[config.mk]
export PLATFORM = sky130hd
export DESIGN_NAME = mlp_layer_seq
export DESIGN_NICKNAME = d
export VERILOG_FILES = /design/src/rtl/mlp_layer_seq.sv
export SDC_FILE = /design/constraint.sdc
export NUM_CORES = 1
export LEC_CHECK = 0
export CORE_AREA = 2 2 289 291
export DETAILED_ROUTE_END_ITERATION = 7
export DIE_AREA = 0 0 291 293
export DONT_BUFFER_PORTS = 1
export PLACE_DENSITY = 0.39
export SETUP_SLACK_MARGIN = 0.1
export SYNTH_ARGS = -nofsm -noshare
export SYNTH_HDL_FRONTEND = slang
export SYNTH_SLANG_ARGS = --single-unit
[constraint.sdc]
create_clock -name clk -period 18.8 [get_ports clk]
set_clock_uncertainty 0.15 [all_clocks]
set_input_delay 0.94 -clock clk [delete_from_list [all_inputs] [get_ports clk]]
set_output_delay 0.94 -clock clk [all_outputs]
set_load 0.05 [all_outputs]
[src/rtl/mlp_layer_seq.sv]
// Sequential fully-connected layer: one MAC per cycle over N_OUT neurons x N_IN features, optional ReLU, argmax.
// Latency: out_valid rises N_IN*N_OUT+1 cycles after the accept cycle; one vector in flight at a time.
// Backpressure: in_ready only in IDLE; the result is held in DONE until out_ready, then IDLE the next cycle.
//
// Ports:
//   clk, rst             - rising-edge clock, synchronous active-high reset
//   in_valid/in_ready    - feature-vector handshake; inp is captured on accept
//   inp                  - N_IN unsigned features, feature k at [k*IN_W +: IN_W]
//   weights, bias        - static signed parameters, held stable by the user for the whole transaction
//   out_valid/out_ready  - result handshake
//   out_act, out_class   - per-neuron activations and argmax index (last completed transaction)
module mlp_layer_seq #(
    parameter int N_IN  = 21,
    parameter int N_OUT = 3,
    parameter int IN_W  = 4,
    parameter int W_W   = 8,
    parameter int B_W   = 16,
    parameter int ACC_W = 32,
    parameter int RELU  = 1
) (
    input  logic                                         clk,
    input  logic                                         rst,
    input  logic                                         in_valid,
    output logic                                         in_ready,
    input  logic [N_IN*IN_W-1:0]                         inp,
    input  logic [N_OUT*N_IN*W_W-1:0]                    weights,
    input  logic [N_OUT*B_W-1:0]                         bias,
    output logic                                         out_valid,
    input  logic                                         out_ready,
    output logic [N_OUT*ACC_W-1:0]                       out_act,
    output logic [((N_OUT > 2) ? $clog2(N_OUT) : 1)-1:0] out_class
);

    localparam int CLS_W = (N_OUT > 2) ? $clog2(N_OUT) : 1;
    localparam int KW    = (N_IN > 1) ? $clog2(N_IN) : 1;
    localparam int P_W   = IN_W + 1 + W_W;

    localparam logic [KW-1:0]    K_LAST = KW'(N_IN - 1);
    localparam logic [CLS_W-1:0] N_LAST = CLS_W'(N_OUT - 1);

    typedef enum logic [1:0] {IDLE, MAC, DONE} state_t;

    state_t                   state;
    logic [N_IN*IN_W-1:0]     inp_r;
    logic [CLS_W-1:0]         n;
    logic [KW-1:0]            k;
    logic signed [ACC_W-1:0]  acc;
    logic signed [ACC_W-1:0]  best;
    logic [CLS_W-1:0]         best_idx;
    // Working activations; out_act is only updated when the whole layer is finished
    // so the previous result stays visible during MAC.
    logic [N_OUT*ACC_W-1:0]   act_w;

    logic [IN_W-1:0]          feat;
    logic signed [W_W-1:0]    wgt;
    logic signed [P_W-1:0]    prod;
    logic signed [ACC_W-1:0]  s;
    logic signed [ACC_W-1:0]  act_new;
    logic                     better;
    logic [CLS_W-1:0]         n_next;
    logic signed [ACC_W-1:0]  bias_first;
    logic signed [ACC_W-1:0]  bias_next;
    logic [N_OUT*ACC_W-1:0]   act_fin;

    always_comb begin
        feat       = inp_r[int'(k)*IN_W +: IN_W];
        wgt        = weights[(int'(n)*N_IN + int'(k))*W_W +: W_W];
        // Feature is unsigned: prepend a zero so the signed multiply treats it as non-negative.
        prod       = P_W'($signed({1'b0, feat})) * P_W'(wgt);
        s          = acc + ACC_W'(prod);
        act_new    = ((RELU != 0) && (s < 0)) ? '0 : s;
        // Neuron 0 always seeds the running best; later neurons win only when strictly greater,
        // so ties stay with the lowest index.
        better     = (n == '0) || (act_new > best);
        n_next     = (n == N_LAST) ? '0 : n + CLS_W'(1);
        bias_first = ACC_W'($signed(bias[B_W-1:0]));
        bias_next  = ACC_W'($signed(bias[int'(n_next)*B_W +: B_W]));
        act_fin    = act_w;
        act_fin[int'(n)*ACC_W +: ACC_W] = act_new;
    end

    always_ff @(posedge clk) begin
        if (rst) begin
            state     <= IDLE;
            in_ready  <= 1'b1;
            out_valid <= 1'b0;
            inp_r     <= '0;
            n         <= '0;
            k         <= '0;
            acc       <= '0;
            best      <= '0;
            best_idx  <= '0;
            act_w     <= '0;
            out_act   <= '0;
            out_class <= '0;
        end else begin
            case (state)
                IDLE: begin
                    if (in_valid) begin
                        inp_r    <= inp;
                        n        <= '0;
                        k        <= '0;
                        acc      <= bias_first;
                        in_ready <= 1'b0;
                        state    <= MAC;
                    end
                end
                MAC: begin
                    if (k == K_LAST) begin
                        act_w[int'(n)*ACC_W +: ACC_W] <= act_new;
                        if (better) begin
                            best     <= act_new;
                            best_idx <= n;
                        end
                        if (n == N_LAST) begin
                            out_act   <= act_fin;
                            out_class <= better ? n : best_idx;
                            out_valid <= 1'b1;
                            state     <= DONE;
                        end else begin
                            n   <= n_next;
                            k   <= '0;
                            acc <= bias_next;
                        end
                    end else begin
                        acc <= s;
                        k   <= k + KW'(1);
                    end
                end
                DONE: begin
                    if (out_ready) begin
                        out_valid <= 1'b0;
                        in_ready  <= 1'b1;
                        state     <= IDLE;
                    end
                end
                default: begin
                    state     <= IDLE;
                    in_ready  <= 1'b1;
                    out_valid <= 1'b0;
                end
            endcase
        end
    end

endmodule

[Yosys cells after proc, flatten, opt, wreduce, memory -nomap -nowiden]
Cells that the tools add are included.
Word-level totals
  register bits: 355
  input bits: 640
  output and inout port bits: 100
  word-level logic and storage cells: 79
Operators by class
  add/subtract/negate cells: 5
  multipliers: 2
  order comparisons: 2
  equal/unequal tests: 10
  shift operators: 5
  muxes and demuxes: 28
  bitwise logic cells: 2
  reductions and logical operators: 13
Operators with widths (number)
  504-bit by 12-bit indexed part select with 8-bit output: 1
  32-bit two-way mux: 4
  96-bit bitwise mux: 1
  32-bit by 33-bit variable shift with 96-bit output, first input constant: 1
  32-bit by 33-bit indexed part select with 96-bit output: 1
  84-bit by 8-bit indexed part select with 4-bit output: 1
  32-bit one-hot mux with 2 select lines: 1
  48-bit by 7-bit indexed part select with 16-bit output: 1
  7-bit negator with 33-bit output: 1
  32-bit by 13-bit adder with 32-bit output: 1
  32-bit > comparator: 1
  32-bit by 1-bit less-than comparator with 1-bit output, second input constant: 1
  2-bit two-way mux: 9
  5-bit two-way mux: 3
  5-bit by 8-bit multiplier with 13-bit output: 1
  3-bit AND reduction: 4
  4-bit AND reduction: 3
  2-bit != test, second input constant: 5
  5-bit one-hot mux with 2 select lines: 1
  7-bit by 5-bit adder with 8-bit output: 1
  2-bit by 5-bit multiplier with 7-bit output, second input constant: 1
  1-bit one-hot mux with 3 select lines: 2
  2-bit one-hot mux with 3 select lines: 1
  5-bit by 1-bit adder with 5-bit output, second input constant: 1
  12 further kinds: 20

[Depth between registers and ports, before layout]
Gate-level depths: netlist (run 1).
  word-level depth: 10
  depth in mapped cells: 45
  gate-level depth less buffers: 40

[Least setup slack after synthesis (run 1)]
OpenSTA, ideal clock, no wires.
  path type: register to register
  from: register n[0]
  to: register best[13]
  arrival time: 10212 ps
  required time: 18529 ps
  slack: 8317 ps
  cell stages (with the launch flop): 42
  period minus slack after synthesis: 10483 ps
  cells stage by stage: dfxtp_1 > ha_1 > ha_1 > inv_1 > fa_1 > inv_1 > a21o_1 > a21oi_1 > xnor2_1 > clkbuf_1 > clkbuf_1 > mux4_2 > mux2i_1 > nand2_1 > o211ai_1 > nor2_1 > inv_1 > fa_1 > [6 not listed] > a21oi_2 > o21ai_1 > o41ai_1 > nand2_1 > o21ai_1 > nand2_1 > clkbuf_1 > clkbuf_1 > and2_1 > ha_1 > nand4_1 > nor4_1 > inv_1 > a2111oi_2 > nor2_1 > a22o_4 > o21ai_4 > mux2_4
Between the ends
  cells in the longest elaborated chain, start to end: 10
Ends and longest elaborated chain
  from (decl): RTL line 45  | logic [CLS_W-1:0] n;
  from (signal assigned): RTL line 121  | n <= n_next;
  2-bit by 5-bit multiplier with 7-bit output *: RTL line 67  | wgt = weights[(int'(n)*N_IN + int'(k))*W_W +: W_W];
  7-bit by 5-bit adder with 8-bit output *: RTL line 67
  504-bit by 12-bit indexed part select with 8-bit output *: RTL line 67
  5-bit by 8-bit multiplier with 13-bit output *: RTL line 69  | prod = P_W'($signed({1'b0, feat})) * P_W'(wgt);
  32-bit by 13-bit adder with 32-bit output *: RTL line 70  | s = acc + ACC_W'(prod);
  32-bit by 1-bit less-than comparator with 1-bit output: RTL line 71  | act_new = ((RELU != 0) && (s < 0)) ? '0 : s;
  32-bit two-way mux *: RTL line 71
  net act_new[30]: RTL line 58  | logic signed [ACC_W-1:0] act_new;
  32-bit > comparator *: RTL line 74  | better = (n == '0) || (act_new > best);
  1-bit logical OR *: RTL line 74
  3-bit AND reduction (no line) *
  to (signal assigned): RTL line 112  | best <= act_new;
  to (decl): RTL line 48  | logic signed [ACC_W-1:0] best;
Mark *: on every way through the listed nets, which the timed path passes. The rest lies on a longest branch.
A chain may end at the register's enable or synchronous reset.

[Worst setup path in the final report (run 1)]
  from: register k[0]
  to: register best[9]
Between the ends
  cells in the longest elaborated chain, start to end: 9
Ends and longest elaborated chain
  from (decl): RTL line 46  | logic [KW-1:0] k;
  from (signal assigned): RTL line 127  | k <= k + KW'(1);
  7-bit by 5-bit adder with 8-bit output: RTL line 67
  504-bit by 12-bit indexed part select with 8-bit output: RTL line 67
  5-bit by 8-bit multiplier with 13-bit output *: RTL line 69
  32-bit by 13-bit adder with 32-bit output *: RTL line 70
  32-bit by 1-bit less-than comparator with 1-bit output: RTL line 71
  32-bit two-way mux *: RTL line 71
  net act_new[28]: RTL line 58
  32-bit > comparator *: RTL line 74
  1-bit logical OR *: RTL line 74
  3-bit AND reduction (no line) *
Marks and branches as above.

==> flow_summary.toml, run 1 <==
[status]
status = "finished clean"

[synthesis]
synth_commonest_cells = "nand2_1, dfxtp_1, nor2_1"
netlist_area_um2 = 22500
syn_area_per_cell_um2 = 9.071
ys_warn_count = 0
synth_top_area_cell = "dfxtp_1"
synthDistinctLibCells = 79
yosysMostFrequentCell = "nand2_1"
synthCells = 2481
synth_area_leaders = "dfxtp_1, mux4_2, fa_1"
synth_edf_count = 0
async_flop_share = 0
synth_ff_type = "dfxtp_1"
syn_nets = 3294
synth-seq-area-share = 0.2864
yosysTopAreaCellShare = 0.2864
ys_seq_elements = 322

[placement]
routabilityCongestion = 1.095
place_area_um2 = 23440
dpl.hpwl_mm = 91.07
io_buffers = 0
post-place-cells = 3385

[clock_tree]
cts-resized-gates = 0
htree_levels = 2
clock_latency_ps = 570
cts.path.max_buffers = 3
clk_pin_slew_ps = 60
cts_tree = "done"
numCtsBuffers = 37
hold_buffers = 0
cts-root-buf = "clkbuf_16"
postCtsSetupRepairBufs = 0
clock-sinks = 322

[timing]
min_period_over_period = 0.7233
whs_ps = 303.4
tns_ps = 0
fmax_mhz = 73.54
finalHoldViolCount = 0
rsz0062_at_grt = "false"
setup_violations = 0
post-route-min-period_ps = 13600
maxSlewHeadroom = 0.2183
tightestPinTransition_ps = 1168
drv_slew = 0

[critical_path]
cpPeakStageDelay_ps = 920
critPathLaunchType = "flip-flop"
cp.arrival_ps = 13910
critPathKind = "reg -> reg"
cp_num_buf_inv = 8
crit_path_end_kind = "flip-flop"
cp_slowest_cell = "o21ai_4"
cp.required_ps = 19110
crit_fanout = 43
worst_path_most_repeated_cell = "inv_1"
path_delay_family = "simple AND/OR/NAND/NOR gates"

[final_layout]
drive_gt1_frac = 0.1394
multi_input_area_um2 = 14620
layout.nets = 3167
regArea_um2 = 6447
stdcell_area_um2 = 24760
fin_cells = 3503
fillCellCount = 8680
area_delta_synth_final_pct = 10.04

[power]
leakagePower_nw = 9.151
ir_drop_mv = 0.05236
seq_power_share = 0.319
power_mw = 2.241
pwr-share-clk = 0.326
switching_power_mw = 0.8443
powerDensity_nw_per_um2 = 90.49
switching_share = 0.3768
power_frac_comb = 0.355
p_int_mw = 1.397

[global_route]
grt_overflow_total = 0
grt_pass1_vias = 19100
grt_pass1_wl_mm = 155.5
gr-usage-all-layers = 0.2591
grt_max_degree = 256
antenna_found_initial = 106

[die]
start_util = 0.2750
core_um2 = 81850
rows = 105
die_h_um = 293
ios = 740
die_w_um = 291
die_area_um2 = 85260

[route]
ant_nets = 0
wl_per_cell_um = 32.47
drt_drc_violations_left = 0
drt_wl_total_mm = 113.7
drt-initial-drc-count = 1464
first_pass_iters = 5
viasPerCell = 5.541
vias = 19410

[worst_hold_path]
min_path_type = "reg -> reg"

[job]
drv_cap = 0
==> metrics by stage <==
| step | setup WS [ps] | utilization |
|---|---|---|
| after global routing | 4213 | 0.3017 |
| after detailed placement | 5126 | 0.2864 |
| after floorplan | 8317 | - |
| after global placement | 5773 | 0.2864 |
| after CTS | 5050 | 0.3010 |
| final | 5202 | 0.3026 |
==> per-layer routing <==
layer  vias up  routed length (µm)  track usage  share of wire
met1      9641               45330       0.3119           0.40
li1       8674                   -            -              -
met4        40                4157      0.09617          0.037
met3       194               10910       0.1016          0.096
met5         -                 256            0         0.0023
met2       861               53070       0.4177           0.47
==> tightest hold or removal path, delay by kind of cell (launching register included) <==
| family | cells | cell delay (ps) |
|---|---|---|
| AOI/OAI and AO/OA | 1 | 50 |
| DFF | 1 | 310 |
| and+or+nand+nor | 1 | 50 |
==> power groups by stage <==
stage / registers [mW] / logic (mW) / clock network [mW]
finish: 0.714 / 0.796 / 0.730
global route: 0.716 / 0.879 / 0.772
CTS: 0.714 / 0.805 / 0.749
detailed placement: 0.729 / 0.801 / 0
global placement: 0.729 / 0.797 / 0
floorplan: 0.724 / 0.554 / 0
==> final cells by class <==
| class | instances | share of cell area |
|---|---|---|
| Timing Repair Buffer | 41 | 0.01243 |
| Sequential cell | 322 | 0.2604 |
| Clock inverter | 13 | 0.003840 |
| Inverter | 193 | 0.02925 |
| Multi-Input combinational cell | 1759 | 0.5905 |
| Clock buffer | 54 | 0.04441 |
| Antenna cell | 51 | 0.005154 |
| Tap cell | 1070 | 0.05406 |
==> worst paths after layout <==
kind                                            start                     to  slack, ps  cells after the start
worst min register to register  inp_r[2]$_SDFFE_PP0P_  inp_r[2]$_SDFFE_PP0P_        300                      2
worst max-delay path                k[0]$_SDFFE_PP0P_   best[9]$_SDFFE_PP0P_       5200                     35
worst max register to register      k[0]$_SDFFE_PP0P_   best[9]$_SDFFE_PP0P_       5200                     35
worst min-delay path            inp_r[2]$_SDFFE_PP0P_  inp_r[2]$_SDFFE_PP0P_        300                      2
==> state kept, by name, summed over array words and instances (netlist names), 2 cells and up <==
register / flops
out_act: 96
out_class: 2
acc: 32
best: 31
inp_r: 84
best_idx: 2
n: 2
k: 5
act_w: 64
state: 2
==> layout by cell type, fill, tap and decap left out, types with 12 or more instances in the layout <==
cell / instances
a221oi_1: 53
clkbuf_16: 37
ha_1: 103
nand3_1: 30
buf_4: 41
o211ai_1: 28
inv_1: 191
nor2_1: 254
and2_1: 12
nor3_1: 52
a21o_1: 12
a21oi_1: 187
a31oi_1: 13
xor2_1: 19
dfxtp_1: 321
fa_1: 66
mux4_2: 176
o21ai_0: 74
and3_1: 16
mux2i_1: 62
nand2_1: 331
diode_2: 51
xnor2_1: 20
a32oi_1: 15
nor2b_1: 15
a22oi_1: 56
a211oi_1: 30
==> logic make-up after synthesis <==
logic type,synth area share
fa+ha+maj,0.1190
flops,0.2864
mux,0.2097
xor+xnor,0.01635
buf+inv,0.06861
simple gates,0.1456
compound gates,0.1543
No activity file was read; power rests on OpenSTA's default activity.
==> run 2: changes to the inputs <==
==> constraint.sdc (replaced) <==
create_clock -name clk -period 13 [get_ports clk]
set_clock_uncertainty 0.15 [all_clocks]
set_input_delay 0.65 -clock clk [delete_from_list [all_inputs] [get_ports clk]]
set_output_delay 0.65 -clock clk [all_outputs]
set_load 0.05 [all_outputs]
==> flow_summary.toml, run 2 (synthesis results as in run 1) <==
[final_layout]
top_register = "out_act"
area_delta_synth_final_pct = 11.35
top_regs = "out_act (96), inp_r (84), act_w (64)"
mostFrequentLayoutCells = "nand2_1, dfxtp_1, nor2_1, inv_1, a21oi_1"
stdcell_area_um2 = 25060
drive_gt1_frac = 0.1487
mostFrequentLayoutCell = "nand2_1"
largest_register_ff_count = 96
multi_input_area_um2 = 14630
fin_cells = 3531
fillCellCount = 8668
layout.nets = 3190
regArea_um2 = 6447

[route]
viasPerCell = 5.496
drt_drc_violations_left = 0
vias = 19410
drt_wl_total_mm = 115.9
ant_nets = 0
wl_per_cell_um = 32.81
drt-initial-drc-count = 1423
first_pass_iters = 5

[clock_tree]
htree_levels = 2
cts-root-buf = "clkbuf_16"
numCtsBuffers = 38
clk_pin_slew_ps = 60
clock-sinks = 322
clock_latency_ps = 570
postCtsSetupRepairBufs = 0
cts.path.max_buffers = 3
cts_tree = "done"

[worst_hold_path]
hp-start = "rst"
holdPathEnd = "act_w[39]$_SDFFE_PP0P_"
min_path_type = "in -> reg"
hold_path_depth = 1

[global_route]
grt_pass1_vias = 18970
grt_util_met1 = 0.3381
gr-usage-all-layers = 0.2641
grt_max_degree = 256
antenna_found_initial = 106
grt_overflow_total = 0
busiest_layer = "met2"
grt_pass1_wl_mm = 158.1
met3_usage = 0.07693
grt_use_met2 = 0.4245

[die]
start_util = 0.2750
rows = 105
die_area_um2 = 85260
core_um2 = 81850
die_w_um = 291
die_h_um = 293
ios = 740

[timing]
finalHoldViolCount = 0
setup_violations = 0
post-route-min-period_ps = 12100
maxSlewHeadroom = 0.2932
fmax_mhz = 82.62
drv_slew = 0
tightestPinTransition_ps = 1058
tns_ps = 0
min_period_over_period = 0.9310
rsz0062_at_grt = "false"
setup_slack_ps = 897.1

[critical_path]
critPathLaunchType = "flip-flop"
critPathKind = "reg -> reg"
path_delay_family = "compound AO/OA/AOI/OAI gates"
worst_path_most_repeated_cell = "inv_1"
cpPeakStageDelay_ps = 840
r2r_start = "n[0]$_SDFFE_PP0P_"
reg2reg_to = "best[23]$_SDFFE_PP0P_"
crit_fanout = 19
cp_num_buf_inv = 10
cp.arrival_ps = 12440
cp.required_ps = 13340
rr_worst_depth = 42
regToRegSetupSlack_ps = 900
crit_path_end_kind = "flip-flop"
cp_slowest_cell = "nor4_1"

[job]
drv_cap = 0

[placement]
routabilityCongestion = 1.062
place_area_um2 = 23600
dpl.hpwl_mm = 93.23
post-place-cells = 3406
io_buffers = 0
place_ws_ps = 974.4

[power]
ir_drop_mv = 0.08073
powerDensity_nw_per_um2 = 131.9
power_mw = 3.306
leakagePower_nw = 9.311

[status]
status = "finished clean"
[run 2: changes by cell type in the layout (fill, tap and decap cells not counted)]
cell,delta
buf_4,+21
bufinv_16,+2
clkbuf_1,-1
clkbuf_16,+2
clkbuf_8,+1
clkinv_2,-2
clkinvlp_4,+2
diode_2,+3
dlygate4sd3_1,+1
inv_6,-1
nand2_1,-1
nand2_2,+1
[run 2: cell type report]
class,count,area share
multi-input cells,1759,0.5837
flip-flops and latches,322,0.2573
well taps,1070,0.05343
clock buffers,56,0.04629
inverters,193,0.02891
repair buffers,63,0.01897
clock inverters,14,0.006042
diodes,54,0.005393
[run 2: worst max-delay path by stage]
stage	cells past startpoint	start	slack, ps	to
2_1_floorplan	41	n[0]$_SDFFE_PP0P_	2520	best[13]$_SDFFE_PP0P_
3_3_place_gp	39	n[0]$_SDFFE_PP0P_	1380	best[29]$_SDFFE_PP0P_
3_5_place_dp	42	n[0]$_SDFFE_PP0P_	970	best[18]$_SDFFE_PP0P_
4_1_cts	42	n[0]$_SDFFE_PP0P_	920	best[18]$_SDFFE_PP0P_
5_1_grt	42	n[0]$_SDFFE_PP0P_	100	best[18]$_SDFFE_PP0P_
6_report	42	n[0]$_SDFFE_PP0P_	900	best[23]$_SDFFE_PP0P_
[run 2: power breakdown]
group / switching [mW] / leakage, nW / total (mW) / internal (mW)
Sequential: 0.0177 / 2.62 / 1.03 / 1.01
Combinational: 0.722 / 6.06 / 1.15 / 0.423
Clock: 0.466 / 0.636 / 1.13 / 0.663
[run 2: timing repair]
action,4_1_cts,5_1_grt
hold endpoints to repair,1,0
gates resized for setup,0,0
hold buffers,1,0
[run 2: metal layers]
layer | up-vias | part of all wire
met5 | - | 0.0014
met4 | 26 | 0.033
met3 | 171 | 0.078
met2 | 784 | 0.47
met1 | 9693 | 0.42
li1 | 8731 | -
[run 2: through the flow]
stage | hold WS (ps) | utilization
after floorplan | 283.1 | -
after global placement | 288.1 | 0.2884
after detailed placement | 289.9 | 0.2884
after CTS | 2.784 | 0.3045
after global routing | 4.575 | 0.3052
final | 41.31 | 0.3062
